**config.mk**
```make
export PLATFORM = sky130hd
export DESIGN_NAME = text_buffer_ctrl_flat
export DESIGN_NICKNAME = d
export VERILOG_FILES = /design/src/rtl/text_pkg.sv /design/src/rtl/text_buffer_ctrl_if.sv /design/src/rtl/text_cursor.sv /design/src/rtl/text_buffer_ctrl.sv /design/src/flat_wrapper.sv
export SDC_FILE = /design/constraint.sdc
export NUM_CORES = 1
export LEC_CHECK = 0
export BUFFER_PORTS_ARGS = -buffer_cell sky130_fd_sc_hd__buf_4
export CORE_MARGIN = 2
export CORE_UTILIZATION = 50
export CTS_CLUSTER_SIZE = 28
export DETAILED_ROUTE_END_ITERATION = 8
export GPL_TIMING_DRIVEN = 0
export PLACE_DENSITY = 0.76
export REMOVE_ABC_BUFFERS = 1
export SYNTH_ARGS = -nofsm -noshare
export SYNTH_HDL_FRONTEND = slang
export SYNTH_HIERARCHICAL = 1
export SYNTH_SLANG_ARGS = --single-unit
```
**constraint.sdc**
```tcl
create_clock -name clk -period 2.4 [get_ports clk]
set_clock_uncertainty 0.15 [all_clocks]
set_input_delay 0.36 -clock clk [delete_from_list [all_inputs] [get_ports clk]]
set_output_delay 0.36 -clock clk [all_outputs]
set_load 0.005 [all_outputs]
```
**src/rtl/text_pkg.sv**
```systemverilog
// Shared constants and types for the text-buffer write sequencer:
// ASCII control codes, FSM state encoding and cursor command bundle.
package text_pkg;

    localparam logic [7:0] ASCII_CR        = 8'h0D;
    localparam logic [7:0] ASCII_LF        = 8'h0A;
    localparam logic [7:0] ASCII_BS        = 8'h08;
    localparam logic [7:0] ASCII_FF        = 8'h0C;
    localparam logic [7:0] ASCII_SPACE     = 8'h20;
    localparam logic [7:0] ASCII_PRINT_MIN = 8'h20;
    localparam logic [7:0] ASCII_PRINT_MAX = 8'h7E;

    typedef enum logic {
        IDLE  = 1'b0,
        CLEAR = 1'b1
    } state_t;

    // One-hot cursor command; at most one field is set per cycle.
    typedef struct packed {
        logic adv;
        logic bs;
        logic cr;
        logic lf;
        logic home;
    } cursor_cmd_t;

    function automatic logic is_printable(input logic [7:0] b);
        return (b >= ASCII_PRINT_MIN) && (b <= ASCII_PRINT_MAX);
    endfunction

endpackage

```
**src/rtl/text_buffer_ctrl_if.sv**
```systemverilog
// Byte-input and RAM-write-port bundle of text_buffer_ctrl.
// master = byte source / observer side, slave = the controller.
interface text_buffer_ctrl_if #(
    parameter int COLS = 32,
    parameter int ROWS = 4
);
    localparam int COL_W = $clog2(COLS);
    localparam int ROW_W = $clog2(ROWS);

    logic [7:0]       in_data;
    logic             in_valid;
    logic             in_ready;
    logic             clr;
    logic             wr_en;
    logic [ROW_W-1:0] wr_row;
    logic [COL_W-1:0] wr_col;
    logic [7:0]       wr_data;
    logic [ROW_W-1:0] cur_row;
    logic [COL_W-1:0] cur_col;
    logic             busy;
    logic             dropped;

    modport master (
        output in_data, in_valid, clr,
        input  in_ready, wr_en, wr_row, wr_col, wr_data,
               cur_row, cur_col, busy, dropped
    );

    modport slave (
        input  in_data, in_valid, clr,
        output in_ready, wr_en, wr_row, wr_col, wr_data,
               cur_row, cur_col, busy, dropped
    );

endinterface

```
**src/rtl/text_cursor.sv**
```systemverilog
// Row/column write cursor with wrap rules; also exposes the backspace
// target so the caller can blank that cell on the same edge.
module text_cursor
    import text_pkg::*;
#(
    parameter  int COLS  = 32,
    parameter  int ROWS  = 4,
    localparam int COL_W = $clog2(COLS),
    localparam int ROW_W = $clog2(ROWS)
) (
    input  logic             clk,
    input  logic             reset,
    input  cursor_cmd_t      cmd,
    output logic [ROW_W-1:0] row,
    output logic [COL_W-1:0] col,
    output logic [ROW_W-1:0] bs_row,
    output logic [COL_W-1:0] bs_col,
    output logic             bs_move
);

    logic [ROW_W-1:0] row_reg, row_next;
    logic [COL_W-1:0] col_reg, col_next;

    always_comb begin
        // Dimensions are powers of two, so plain +/-1 gives the wrap.
        bs_move  = (col_reg != '0) || (row_reg != '0);
        bs_col   = col_reg - COL_W'(1);
        bs_row   = (col_reg == '0) ? row_reg - ROW_W'(1) : row_reg;
        row_next = row_reg;
        col_next = col_reg;
        if (cmd.home) begin
            row_next = '0;
            col_next = '0;
        end else if (cmd.adv) begin
            col_next = col_reg + COL_W'(1);
            if (col_reg == COL_W'(COLS - 1)) begin
                row_next = row_reg + ROW_W'(1);
            end
        end else if (cmd.bs) begin
            if (bs_move) begin
                row_next = bs_row;
                col_next = bs_col;
            end
        end else if (cmd.cr) begin
            col_next = '0;
        end else if (cmd.lf) begin
            row_next = row_reg + ROW_W'(1);
        end
    end

    always_ff @(posedge clk or negedge reset) begin
        if (!reset) begin
            row_reg <= '0;
            col_reg <= '0;
        end else begin
            row_reg <= row_next;
            col_reg <= col_next;
        end
    end

    assign row = row_reg;
    assign col = col_reg;

endmodule

```
**src/rtl/text_buffer_ctrl.sv**
```systemverilog
// Write-side sequencer for the VGA text RAM: accepts UART bytes, handles
// CR/LF/BS/FF and runs the fill-character clear. Optional macro:
// TEXT_BUFFER_CTRL_CLEAR_ON_WRAP_EN (clear after writing the last cell).
module text_buffer_ctrl
    import text_pkg::*;
#(
    parameter int         COLS      = 32,
    parameter int         ROWS      = 4,
    parameter logic [7:0] FILL_CHAR = ASCII_SPACE
) (
    input logic               clk,
    input logic               reset,
    text_buffer_ctrl_if.slave bus
);

    localparam int COL_W  = $clog2(COLS);
    localparam int ROW_W  = $clog2(ROWS);
    localparam int CELLS  = ROWS * COLS;
    localparam int FILL_W = $clog2(CELLS) + 1;

    state_t           state_reg, state_next;
    logic [FILL_W-1:0] fill_reg, fill_next;
    logic             wr_en_reg, wr_en_next;
    logic [ROW_W-1:0] wr_row_reg, wr_row_next;
    logic [COL_W-1:0] wr_col_reg, wr_col_next;
    logic [7:0]       wr_data_reg, wr_data_next;
    logic             in_ready_reg, in_ready_next;
    logic             busy_reg, busy_next;
    logic             dropped_reg, dropped_next;

    cursor_cmd_t      cmd;
    logic [ROW_W-1:0] cur_row, bs_row;
    logic [COL_W-1:0] cur_col, bs_col;
    logic             bs_move;

    text_cursor #(.COLS(COLS), .ROWS(ROWS)) u_cursor (
        .clk     (clk),
        .reset   (reset),
        .cmd     (cmd),
        .row     (cur_row),
        .col     (cur_col),
        .bs_row  (bs_row),
        .bs_col  (bs_col),
        .bs_move (bs_move)
    );

    always_comb begin
        state_next   = state_reg;
        fill_next    = fill_reg;
        wr_en_next   = 1'b0;
        wr_row_next  = wr_row_reg;
        wr_col_next  = wr_col_reg;
        wr_data_next = wr_data_reg;
        cmd          = '0;
        // A strobe is lost when nobody is accepting, or when clr wins.
        dropped_next = bus.in_valid && (!in_ready_reg || bus.clr);
        case (state_reg)
            IDLE: begin
                if (bus.clr) begin
                    state_next = CLEAR;
                    fill_next  = '0;
                end else if (bus.in_valid) begin
                    if (is_printable(bus.in_data)) begin
                        wr_en_next   = 1'b1;
                        wr_row_next  = cur_row;
                        wr_col_next  = cur_col;
                        wr_data_next = bus.in_data;
                        cmd.adv      = 1'b1;
`ifdef TEXT_BUFFER_CTRL_CLEAR_ON_WRAP_EN
                        if (cur_row == ROW_W'(ROWS - 1) && cur_col == COL_W'(COLS - 1)) begin
                            state_next = CLEAR;
                            fill_next  = '0;
                        end
`else
`endif
                    end else begin
                        case (bus.in_data)
                            ASCII_CR: cmd.cr = 1'b1;
                            ASCII_LF: cmd.lf = 1'b1;
                            ASCII_BS: begin
                                cmd.bs = 1'b1;
                                if (bs_move) begin
                                    wr_en_next   = 1'b1;
                                    wr_row_next  = bs_row;
                                    wr_col_next  = bs_col;
                                    wr_data_next = FILL_CHAR;
                                end
                            end
                            ASCII_FF: begin
                                state_next = CLEAR;
                                fill_next  = '0;
                            end
                            default: ;
                        endcase
                    end
                end
            end
            CLEAR: begin
                // fill_reg == CELLS marks the idle cycle after the last write.
                if (fill_reg == FILL_W'(CELLS)) begin
                    state_next = IDLE;
                    cmd.home   = 1'b1;
                end else begin
                    wr_en_next   = 1'b1;
                    wr_row_next  = fill_reg[COL_W +: ROW_W];
                    wr_col_next  = fill_reg[COL_W-1:0];
                    wr_data_next = FILL_CHAR;
                    fill_next    = fill_reg + FILL_W'(1);
                end
            end
            default: state_next = CLEAR;
        endcase
        in_ready_next = (state_next == IDLE);
        busy_next     = (state_next == CLEAR);
    end

    always_ff @(posedge clk or negedge reset) begin
        if (!reset) begin
            state_reg    <= CLEAR;
            fill_reg     <= '0;
            wr_en_reg    <= 1'b0;
            wr_row_reg   <= '0;
            wr_col_reg   <= '0;
            wr_data_reg  <= '0;
            in_ready_reg <= 1'b0;
            busy_reg     <= 1'b1;
            dropped_reg  <= 1'b0;
        end else begin
            state_reg    <= state_next;
            fill_reg     <= fill_next;
            wr_en_reg    <= wr_en_next;
            wr_row_reg   <= wr_row_next;
            wr_col_reg   <= wr_col_next;
            wr_data_reg  <= wr_data_next;
            in_ready_reg <= in_ready_next;
            busy_reg     <= busy_next;
            dropped_reg  <= dropped_next;
        end
    end

    assign bus.wr_en    = wr_en_reg;
    assign bus.wr_row   = wr_row_reg;
    assign bus.wr_col   = wr_col_reg;
    assign bus.wr_data  = wr_data_reg;
    assign bus.in_ready = in_ready_reg;
    assign bus.busy     = busy_reg;
    assign bus.dropped  = dropped_reg;
    assign bus.cur_row  = cur_row;
    assign bus.cur_col  = cur_col;

endmodule

```
**src/flat_wrapper.sv**
```systemverilog
// flat-port wrapper written by rule: the top's interface ports become plain ports
module text_buffer_ctrl_flat import text_pkg::*;
#(
    parameter int         COLS      = 32,
    parameter int         ROWS      = 4,
    parameter logic [7:0] FILL_CHAR = ASCII_SPACE
)
  (clk, reset, bus_in_data, bus_in_valid, bus_clr, bus_in_ready, bus_wr_en, bus_wr_row, bus_wr_col, bus_wr_data, bus_cur_row, bus_cur_col, bus_busy, bus_dropped);
  text_buffer_ctrl_if #(.COLS(COLS), .ROWS(ROWS)) bus_i ();
  input logic clk;
  input logic reset;
  input wire logic [$bits(bus_i.in_data)-1:0] bus_in_data;
  input wire logic [$bits(bus_i.in_valid)-1:0] bus_in_valid;
  input wire logic [$bits(bus_i.clr)-1:0] bus_clr;
  output wire logic [$bits(bus_i.in_ready)-1:0] bus_in_ready;
  output wire logic [$bits(bus_i.wr_en)-1:0] bus_wr_en;
  output wire logic [$bits(bus_i.wr_row)-1:0] bus_wr_row;
  output wire logic [$bits(bus_i.wr_col)-1:0] bus_wr_col;
  output wire logic [$bits(bus_i.wr_data)-1:0] bus_wr_data;
  output wire logic [$bits(bus_i.cur_row)-1:0] bus_cur_row;
  output wire logic [$bits(bus_i.cur_col)-1:0] bus_cur_col;
  output wire logic [$bits(bus_i.busy)-1:0] bus_busy;
  output wire logic [$bits(bus_i.dropped)-1:0] bus_dropped;
  assign bus_i.in_data = bus_in_data;
  assign bus_i.in_valid = bus_in_valid;
  assign bus_i.clr = bus_clr;
  assign bus_in_ready = bus_i.in_ready;
  assign bus_wr_en = bus_i.wr_en;
  assign bus_wr_row = bus_i.wr_row;
  assign bus_wr_col = bus_i.wr_col;
  assign bus_wr_data = bus_i.wr_data;
  assign bus_cur_row = bus_i.cur_row;
  assign bus_cur_col = bus_i.cur_col;
  assign bus_busy = bus_i.busy;
  assign bus_dropped = bus_i.dropped;
  text_buffer_ctrl #(.COLS(COLS), .ROWS(ROWS), .FILL_CHAR(FILL_CHAR)) u_core (.clk(clk), .reset(reset), .bus(bus_i));
endmodule
```
==> flow_metrics.py, run 1 <==
metrics = {
    "run_status": {
        "outcome": "completed",
    },
    "clock_tree": {
        "clockRootBuffer": "clkbuf_8",
        "clk_pin_slew_ns": 0.07,
        "cts_htree_levels": 2,
        "clock-sinks": 34,
        "clock_path_buffers": 2,
        "clock_latency_ns": 0.29,
        "cts_buffers": 5,
        "tritoncts": "done",
    },
    "global_routing": {
        "grt_max_degree": 35,
        "grt_pass1_vias": 1868,
        "grt_pass1_wl_microns": 8673,
        "grtUsageTotal_pct": 22.05,
        "antenna_found_initial": 0,
        "overflow": 0,
    },
    "floorplan": {
        "start_util_pct": 52.33,
        "pin_count": 38,
        "die-height_microns": 69.17,
        "fp.dieArea_sq_um": 4784,
        "placementRows": 23,
        "core_sq_um": 4058,
        "die_w_microns": 69.17,
    },
    "yosys": {
        "ys_ff_latch": 34,
        "synthFlopType": "dfrtp_1",
        "synth_cells": 226,
        "async_reset_ff_share_pct": 100.0,
        "yosys_warnings": 6,
        "netlist_area_sq_um": 2123,
        "seq_area_frac_synth_pct": 40.13,
        "synth_cell_type_count": 54,
        "synth-edff-count": 0,
        "avgSynthCellArea_sq_um": 9.395,
    },
    "placed_design": {
        "place.gp.congestion": 0.8687,
        "io_buffers": 37,
        "dp_hpwl_microns": 3406,
    },
    "timing": {
        "hold_viol": 0,
        "maxSlewHeadroom_pct": 62.55,
        "tns_ns": 0,
        "setup_viol": 0,
        "tightestPinTransition_ns": 0.5618,
        "period_needed_ns": 2.331,
        "fmax_ghz": 0.4291,
        "slew_violations": 0,
        "final.period_utilization_pct": 97.11,
    },
    "power": {
        "p_per_area_nw_per_um2": 703.7,
        "leakage_uw": 0.001284,
        "power_uw": 1903,
        "ir_drop_v": 0.0003017,
    },
    "worst_setup_path": {
        "end_kind": "register",
        "required_ns": 2.47,
        "cp_cell_sequence": "nor2_4 -> nand2_1 -> or2_4 -> clkinvlp_4 -> buf_6 -> nor2_1 -> o2bb2ai_2 -> or4_1 -> a21oi_2",
        "start_kind": "register",
        "arrival_ns": 2.40,
        "worstSetupPathType": "reg2reg",
        "max_stage_delay_ns": 0.50,
        "crit_path_max_fanout": 6,
        "slowest_stage": "dfstp_4",
    },
    "finish": {
        "diodes": 0,
        "drive_above_1_share_pct": 30.39,
        "syn2layout_area_growth_pct": 27.34,
        "fin_nets": 301,
    },
    "run": {
        "cap_violations": 0,
    },
    "routing": {
        "viasPerCell": 5.613,
        "firstDrtPassIters": 4,
        "routedWlPerCell_microns": 15.37,
        "vias": 1869,
        "drtIter0Drc": 126,
        "wirelength_microns": 5118,
        "drcViolationCount": 0,
        "drtAntennaViolNets": 0,
    },
    "hold_path": {
        "hold_path.class": "in2reg",
    },
}
critical path: cells and delay by family (launching register included):
family / cells / cell delay (ns)
AO/OA/AOI/OAI: 2 / 0.29
buffers and inverters: 2 / 0.27
flip-flops: 1 / 0.50
AND/OR/NAND/NOR: 5 / 1.06
cells in the mapped netlist, types with 2 or more instances:
cell,n,area (sq um)
dfrtp_1,33,825.8
o21ai_1,3,15.01
nor2b_1,2,12.51
nor2_1,17,63.81
o21ai_0,13,65.06
a21oi_1,9,45.04
nand4b_1,3,26.28
and3_1,3,18.77
mux2_2,2,22.52
nor3_1,4,20.02
nor3b_1,2,15.01
nand2_1,24,90.09
a21boi_0,2,15.01
a31oi_1,2,12.51
inv_1,25,93.84
a22o_1,9,78.83
buf_2,3,15.01
nand4_1,2,12.51
xnor2_1,3,26.28
ha_1,7,87.58
nor4_4,2,42.54
a22oi_1,2,15.01
xor2_1,4,35.03
mux2i_1,11,110.1
o31ai_1,2,15.01
nand2b_1,3,18.77
nand3_1,7,35.03
metal layers:
metal / part of all wire, % / track usage, % / vias up
li1: - / - / 915
met3: 3.1 / 3.509 / 8
met5: 0 / 0 / -
met2: 48 / 35.26 / 31
met1: 47 / 30.05 / 915
met4: 1.8 / 8.497 / 0
power breakdown:
| group | switching [uW] | internal [uW] |
|---|---|---|
| clock network | 211 | 201 |
| registers | 161 | 707 |
| logic | 270 | 352 |
layout make-up:
class | count | area (sq um)
Clock buffer | 6 | 72.57
Clock inverter | 2 | 10.01
Fill cell | 335 | 1354
Inverter | 25 | 97.59
Multi-Input combinational cell | 161 | 1172
Sequential cell | 34 | 857.1
Tap cell | 50 | 62.56
Timing Repair Buffer | 55 | 431.7
layout by cell type (no fill, tap or decap), types with 5 or more instances in the layout:
cell type and count:
dfrtp_1 32, o21ai_0 13, clkbuf_8 5, inv_1 24, nand3_1 7, nand2_1 24
nor2_1 14, ha_1 7, mux2i_1 11, buf_4 52, a22o_1 9, a21oi_1 8
stage by stage:
stage,worst slack (ns),utilization (%),instances,hold slack [ns],instance area (sq um)
6_report,0.06947,66.64,333,0.1717,2704
5_1_grt,-0.01799,66.64,333,0.2037,2704
4_1_cts,-0.005739,63.64,322,0.1687,2582
3_5_place_dp,-0.5409,59.61,307,0.1882,2419
3_3_place_gp,-0.5395,59.61,307,0.1848,2419
2_1_floorplan,-0.1618,-,220,-0.08559,2078
path summary, 6_finish.rpt:
| check | startpoint | end | slack, ns | depth (start not counted) |
|---|---|---|---|---|
| hold reg to reg | u_core/bus.in_ready | u_core/bus.dropped | 0.32 | 1 |
| max in group asynchronous | reset | u_core/u_cursor/col[0] | 1.35 | 2 |
| hold / removal | bus_in_data[1] | u_core/bus.wr_data[1] | 0.17 | 3 |
| setup reg to reg | u_core/bus.busy | u_core/u_cursor/row[0] | 0.07 | 9 |
| min in group asynchronous | reset | u_core/fill_reg[7] | 0.40 | 2 |
| setup / recovery | u_core/bus.busy | u_core/u_cursor/row[0] | 0.07 | 9 |
repair_timing:
action	4_1_cts	5_1_grt
buffers inserted	6	11
hold buffers	1	0
pin swaps	2	4
endpoints found under the hold margin	33	0
resized for setup	7	7
endpoints found under the setup margin	9	16
cells by family (layout without fill, tap and decap cells):
group | count (synthesis) | after routing | share of synthesized area [%]
buf+inv | 31 | 88 | 6.540
xor+xnor | 7 | 7 | 2.888
simple gates | 75 | 75 | 19.86
compound gates | 58 | 58 | 19.51
mux | 14 | 14 | 6.953
flops | 34 | 34 | 40.13
fa+ha+maj | 7 | 7 | 4.125
No activity file was read; power rests on OpenSTA's default activity.
==> inputs of run 2 (changes only) <==
CORE_UTILIZATION = 35   (was 50)
PLACE_DENSITY = not set   (was 0.76)
==> run 2 against run 1 <==
Compared with the run above:
- setup slack improved by 0.0089 ns
- sequential cell count did not move
- via count fell by 0.54%
- total power up 5.4%
- clock-buffer cell count fell by 1
- non-clock buffer count down 6
- die area up 40%
- critical path depth is the same
- combinational power fell by 2%
- sequential power increased by 0.8%
- register-to-register slack is essentially flat
- largest power group unchanged
==> flow_metrics.py, run 2 (synthesis results as in run 1) <==
metrics = {
    "worst_setup_path": {
        "start_kind": "register",
        "end_kind": "register",
        "r2r_slack_ns": 0.08,
        "crit_end": "u_core/u_cursor/row[0]",
        "worstSetupPathType": "reg2reg",
        "cp_cell_sequence": "nor2_4 -> nand2_1 -> or2_4 -> clkinvlp_4 -> buf_4 -> nor2_1 -> o2bb2ai_2 -> or4_1 -> a21oi_2",
        "crit_cells": 9,
        "r2r_end": "u_core/u_cursor/row[0]",
        "arrival_ns": 2.39,
        "max_stage_delay_ns": 0.49,
        "required_ns": 2.47,
        "cpLargestDelayFamily": "simple AND/OR/NAND/NOR gates",
        "path_buf_inv": 2,
        "crit_path_max_fanout": 8,
        "crit_start": "u_core/bus.busy",
        "timing.rr.start": "u_core/bus.busy",
        "rr_worst_depth": 9,
        "slowest_stage": "or4_1",
    },
    "clock_tree": {
        "clock_latency_ns": 0.29,
        "tritoncts": "done",
        "clock_path_buffers": 2,
        "cts_buffers": 5,
        "clock-sinks": 34,
        "clk_pin_slew_ns": 0.07,
        "cts_htree_levels": 2,
        "clockRootBuffer": "clkbuf_8",
    },
    "routing": {
        "routedWlPerCell_microns": 14.74,
        "viasPerCell": 5.281,
        "wirelength_microns": 5187,
        "drtAntennaViolNets": 0,
        "drtIter0Drc": 72,
        "drcViolationCount": 0,
        "firstDrtPassIters": 4,
        "vias": 1859,
    },
    "floorplan": {
        "core_sq_um": 5886,
        "die-height_microns": 81.89,
        "fp.dieArea_sq_um": 6705,
        "die_w_microns": 81.89,
        "placementRows": 28,
        "pin_count": 38,
        "start_util_pct": 36.08,
    },
    "run": {
        "cap_violations": 0,
    },
    "finish": {
        "fin_nets": 295,
        "most-common-layout-cells": "buf_4 (47), dfrtp_1 (32), inv_1 (24), nand2_1 (24), nor2_1 (15)",
        "fill_cells": 575,
        "stdcell_area_sq_um": 2711,
        "drive_above_1_share_pct": 28.52,
        "final_common_cell": "buf_4",
        "syn2layout_area_growth_pct": 27.70,
        "diodes": 0,
    },
    "global_routing": {
        "grt_pass1_wl_microns": 8445,
        "grt_pass1_vias": 1716,
        "grt_max_degree": 35,
        "antenna_found_initial": 0,
        "overflow": 0,
        "grtUsageTotal_pct": 16.45,
    },
    "timing": {
        "maxSlewHeadroom_pct": 60.80,
        "hold_viol": 0,
        "finalWorstSetupSlack_ns": 0.07835,
        "rsz0062_at_grt": "true",
        "fmax_ghz": 0.4307,
        "final.period_utilization_pct": 96.74,
        "tightestPinTransition_ns": 0.5880,
        "setup_viol": 0,
        "slew_violations": 0,
        "period_needed_ns": 2.322,
    },
    "placed_design": {
        "placed_cell_area_sq_um": 2450,
        "dpl_worst_slack_ns": -0.5838,
        "dp_hpwl_microns": 3605,
        "place.gp.congestion": 0.7937,
        "io_buffers": 37,
    },
    "power": {
        "leakage_uw": 0.001267,
        "p_per_area_nw_per_um2": 740.0,
        "ir_drop_v": 0.0002785,
    },
    "hold_path": {
        "hold_path_depth": 3,
        "hold_path.class": "in2reg",
    },
    "run_status": {
        "outcome": "completed",
    },
}
-- run 2: changes by cell type in the layout (fill, tap and decap cells not counted), sizes merged --
cell / change
clkbuf: -1
bufinv: +1
buf: -6
-- run 2: layout make-up --
cell class | count | area, sq um | area share (%)
Inverter | 25 | 97.59 | 3.599
Multi-Input combinational cell | 161 | 1171 | 43.19
Tap cell | 75 | 93.84 | 3.461
Clock inverter | 3 | 40.04 | 1.477
Sequential cell | 34 | 857.1 | 31.61
Timing Repair Buffer | 49 | 382.9 | 14.12
Clock buffer | 5 | 68.82 | 2.538
-- run 2: metal layers --
layer  track usage [%]  wire, microns
met1             22.11           2444
met2             26.10           2485
met3             3.846            206
met4             5.333             50
met5                 0              0
-- run 2: how the worst min path moves through the flow --
stage / to / from / slack (ns)
floorplan: u_core/bus.dropped / reset / -0.09
global placement: u_core/bus.wr_data[5] / reset / 0.19
detailed placement: u_core/bus.wr_data[5] / reset / 0.20
CTS: u_core/bus.wr_data[1] / bus_in_data[1] / 0.17
global route: u_core/bus.wr_data[1] / bus_in_data[1] / 0.17
finish: u_core/bus.wr_data[1] / bus_in_data[1] / 0.17
-- run 2: power by group --
part / internal, uW / total (uW) / switching, uW
Sequential: 708 / 875 / 167
Clock: 305 / 519 / 214
Combinational: 349 / 612 / 263
Total: 1360 / 2010 / 644
-- run 2: metrics by stage --
step / instances / TNS [ns] / power (uW) / hold WS [ns] / util (%)
3_5_place_dp: 332 / -3.566 / 1486 / 0.1956 / 41.62
3_3_place_gp: 332 / -3.801 / 1473 / 0.1923 / 41.62
2_1_floorplan: 220 / -0.3172 / 1242 / -0.08559 / -
4_1_cts: 347 / 0 / 2020 / 0.1691 / 44.96
6_report: 352 / 0 / 2006 / 0.1737 / 46.07
5_1_grt: 352 / -0.06024 / 2146 / 0.1717 / 46.07
-- run 2: tightest hold or removal path, stage by stage --
cell     delay, ns
buf_4         0.10
nand2_1       0.04
o21ai_0       0.06
-- run 2: what timing repair did --
item,4_1_cts,5_1_grt
gates resized for setup,9,3
setup endpoints to repair,9,5
buffers inserted,6,5
pin swaps,1,2
endpoints found under the hold margin,33,0
hold buffers,1,0
==> inputs of run 3 (changes only) <==
SYNTH_HIERARCHICAL = not set   (was 1)
==> run 3 against run 2 <==
Compared with the run above:
- final area decreased by 5.5%
- combinational power decreased by 11%
- worst hold slack improved by 0.0049 ns
- first-iteration DRC count increased by 19%
- synthesized cell count decreased by 7.5%
- critical path type unchanged
- highest routed layer unchanged
- critical endpoint is now u_core.bus.wr_data[5]
- maximum frequency increased by 2.7%
- wire length decreased by 2.3%
==> flow_metrics.py, run 3 <==
metrics = {
    "finish": {
        "fin_nets": 267,
        "stdcell_area_sq_um": 2561,
        "diodes": 0,
        "drive_above_1_share_pct": 26.91,
        "fin_util_pct": 44.04,
        "most-common-layout-cells": "buf_4 (38), dfrtp_1 (32), nor2_1 (15)",
        "fin_cells": 324,
        "syn2layout_area_growth_pct": 23.09,
        "final_common_cell": "buf_4",
    },
    "yosys": {
        "yosys_warnings": 0,
        "netlist_area_sq_um": 2081,
        "async_reset_ff_share_pct": 100.0,
        "ys_ff_latch": 34,
        "synth_cell_type_count": 55,
        "yosys-top-cells-area": "dfrtp_1 (40%), mux2i_1 (4.3%), and3_1 (4.2%), ha_1 (4.2%), mux2_2 (3.2%)",
        "seq_area_frac_synth_pct": 40.95,
        "yosysTopAreaCell": "dfrtp_1",
        "synth_most_common_cell": "dfrtp_1",
        "synth_cells": 209,
        "avgSynthCellArea_sq_um": 9.956,
        "synthFlopType": "dfrtp_1",
        "synth-edff-count": 0,
        "synth_common_cells": "dfrtp_1 (33), nand2_1 (15), nor2_1 (15), and3_1 (14), inv_1 (11)",
        "synth_top_cell_area_share_pct": 39.69,
    },
    "run_status": {
        "outcome": "completed",
    },
    "global_routing": {
        "grt_pass1_vias": 1723,
        "grtUsageTotal_pct": 17.13,
        "grt_pass1_wl_microns": 8576,
        "antenna_found_initial": 0,
        "overflow": 0,
        "grt_max_degree": 35,
    },
    "timing": {
        "tightestPinTransition_ns": 0.9651,
        "period_needed_ns": 2.260,
        "final.period_utilization_pct": 94.17,
        "slew_violations": 0,
        "fmax_ghz": 0.4425,
        "hold_viol": 0,
        "finalWorstSetupSlack_ns": 0.1399,
        "maxSlewHeadroom_pct": 35.22,
        "rsz0062_at_grt": "false",
        "setup_viol": 0,
    },
    "routing": {
        "drtAntennaViolNets": 0,
        "wl_met1_microns": 2499,
        "route.met2.wl_microns": 2291,
        "viasPerCell": 5.552,
        "firstDrtPassIters": 4,
        "met3_wirelength_microns": 184,
        "routedWlPerCell_microns": 15.65,
        "wirelength_microns": 5069,
        "drtIter0Drc": 86,
        "vias": 1799,
        "drcViolationCount": 0,
        "routed.top_layer": "met4",
    },
    "clock_tree": {
        "clock_path_buffers": 2,
        "tritoncts": "done",
        "clockRootBuffer": "clkbuf_8",
        "clock-sinks": 34,
        "clock_latency_ns": 0.29,
        "clk_pin_slew_ns": 0.07,
        "cts_htree_levels": 2,
        "cts_buffers": 5,
    },
    "floorplan": {
        "core_sq_um": 5816,
        "die_w_microns": 81.11,
        "placementRows": 28,
        "start_util_pct": 35.78,
        "die-height_microns": 81.11,
        "fp.dieArea_sq_um": 6578,
        "pin_count": 38,
    },
    "worst_setup_path": {
        "worstSetupPathType": "reg2reg",
        "r2r_slack_ns": 0.14,
        "r2r_end": "u_core.bus.wr_data[5]",
        "cpLargestDelayFamily": "compound AO/OA/AOI/OAI gates",
        "rr_worst_depth": 7,
        "crit_path_max_fanout": 15,
        "max_stage_delay_ns": 0.45,
        "cp_cell_sequence": "inv_1 -> ha_1 -> nor4b_4 -> a211o_1 -> a21o_4 -> nand2_8 -> mux2_2",
        "required_ns": 2.43,
        "start_kind": "register",
        "timing.rr.start": "u_core.u_cursor.col[0]",
        "crit_start": "u_core.u_cursor.col[0]",
        "end_kind": "register",
        "slowest_stage": "dfrtp_2",
        "path_buf_inv": 1,
        "arrival_ns": 2.29,
    },
    "power": {
        "ir_drop_v": 0.0003284,
        "p_seq_share_pct": 44.2,
        "leakage_uw": 0.001230,
        "p_comb_share_pct": 28.6,
        "clockPowerShare_pct": 27.2,
        "p_int_uw": 1300,
        "p_sw_uw": 597.2,
        "switching_share_pct": 31.47,
        "p_per_area_nw_per_um2": 740.8,
    },
    "hold_path": {
        "min-delay-start": "bus_in_data[3]",
        "hold_path.class": "in2reg",
        "whs_endpoint": "u_core.bus.wr_data[3]",
        "hold_path_depth": 2,
    },
    "placed_design": {
        "io_buffers": 37,
        "dpl_worst_slack_ns": -0.5914,
        "placed_cell_area_sq_um": 2401,
        "dp_hpwl_microns": 3531,
        "dp.cells": 314,
        "place.gp.congestion": 0.8084,
    },
    "run": {
        "cap_violations": 0,
    },
}
==> run 3: cell count changes after synthesis, sizes merged, moves of 4 or more <==
cell	change
xor2	-4
a22o	-8
and3	+11
a21oi	-5
a31o	+7
nand2	-9
mux2	+4
o21ai	-10
inv	-14
==> run 3: worst register-to-register path: cells and delay by family, from the launching register on <==
family	cells	cell delay [ns]
adder cells (fa/ha/maj)	1	0.20
buffers and inverters	1	0.08
flip-flops	1	0.45
AND/OR/NAND/NOR	2	0.29
AO/OA/AOI/OAI	2	0.62
multiplexers	1	0.36
==> run 3: layout make-up <==
| class | instances | area (sq um) |
|---|---|---|
| repair buffers | 39 | 295.3 |
| inverters | 11 | 41.29 |
| well taps | 75 | 93.84 |
| flip-flops and latches | 34 | 853.3 |
| fillers | 592 | 3254 |
| clock buffers | 8 | 110.1 |
| multi-input cells | 157 | 1167 |
==> run 3: how the worst max path moves through the flow <==
| stage | endpoint | slack [ns] | depth (start not counted) |
|---|---|---|---|
| 4_1_cts | u_core.u_cursor.row[0] | 0.02 | 7 |
| 3_5_place_dp | u_core.bus.wr_col[4] | -0.59 | 6 |
| 5_1_grt | u_core.u_cursor.row[0] | 0.007 | 5 |
| 6_report | u_core.bus.wr_data[5] | 0.14 | 7 |
| 3_3_place_gp | u_core.bus.wr_col[4] | -0.61 | 6 |
| 2_1_floorplan | u_core.bus.wr_col[4] | 0.12 | 5 |
==> run 3: what timing repair did <==
| action | in CTS | in global routing |
|---|---|---|
| hold endpoints to repair | 33 | 0 |
| setup endpoints to repair | 17 | 13 |
| pin swaps | 0 | 0 |
| setup buffers | 0 | 1 |
| hold buffers | 1 | 0 |
| resized for setup | 5 | 4 |
==> run 3: cell families after synthesis <==
kind of cell	count (synthesis)	synth area share [%]
AND/OR/NAND/NOR	86	24.71
AO/OA/AOI/OAI	42	15.03
flip-flops	34	40.95
buffers and inverters	18	4.450
multiplexers	16	8.118
adder cells (fa/ha/maj)	7	4.209
XOR/XNOR	6	2.526
==> run 3: power groups by stage <==
| stage | Combinational (uW) | Clock, uW | Sequential, uW |
|---|---|---|---|
| global placement | 528 | 0 | 846 |
| global route | 619 | 559 | 864 |
| detailed placement | 535 | 0 | 846 |
| floorplan | 331 | 0 | 817 |
| CTS | 540 | 529 | 836 |
| finish | 543 | 516 | 839 |
==> run 3: through the flow <==
stage          setup TNS (ns)  power (uW)  hold slack, ns
2_1_floorplan               0        1148        -0.08559
3_3_place_gp           -9.581        1374          0.1912
3_5_place_dp           -9.197        1381          0.1907
4_1_cts                     0        1905          0.1658
5_1_grt                     0        2042          0.1775
6_report                    0        1897          0.1786
==> run 3: metal layers <==
layer | vias to the layer above | track usage [%]
li1 | 857 | -
met1 | 900 | 23.40
met2 | 35 | 27.19
met3 | 7 | 3.000
met4 | 0 | 6.271
met5 | - | 0
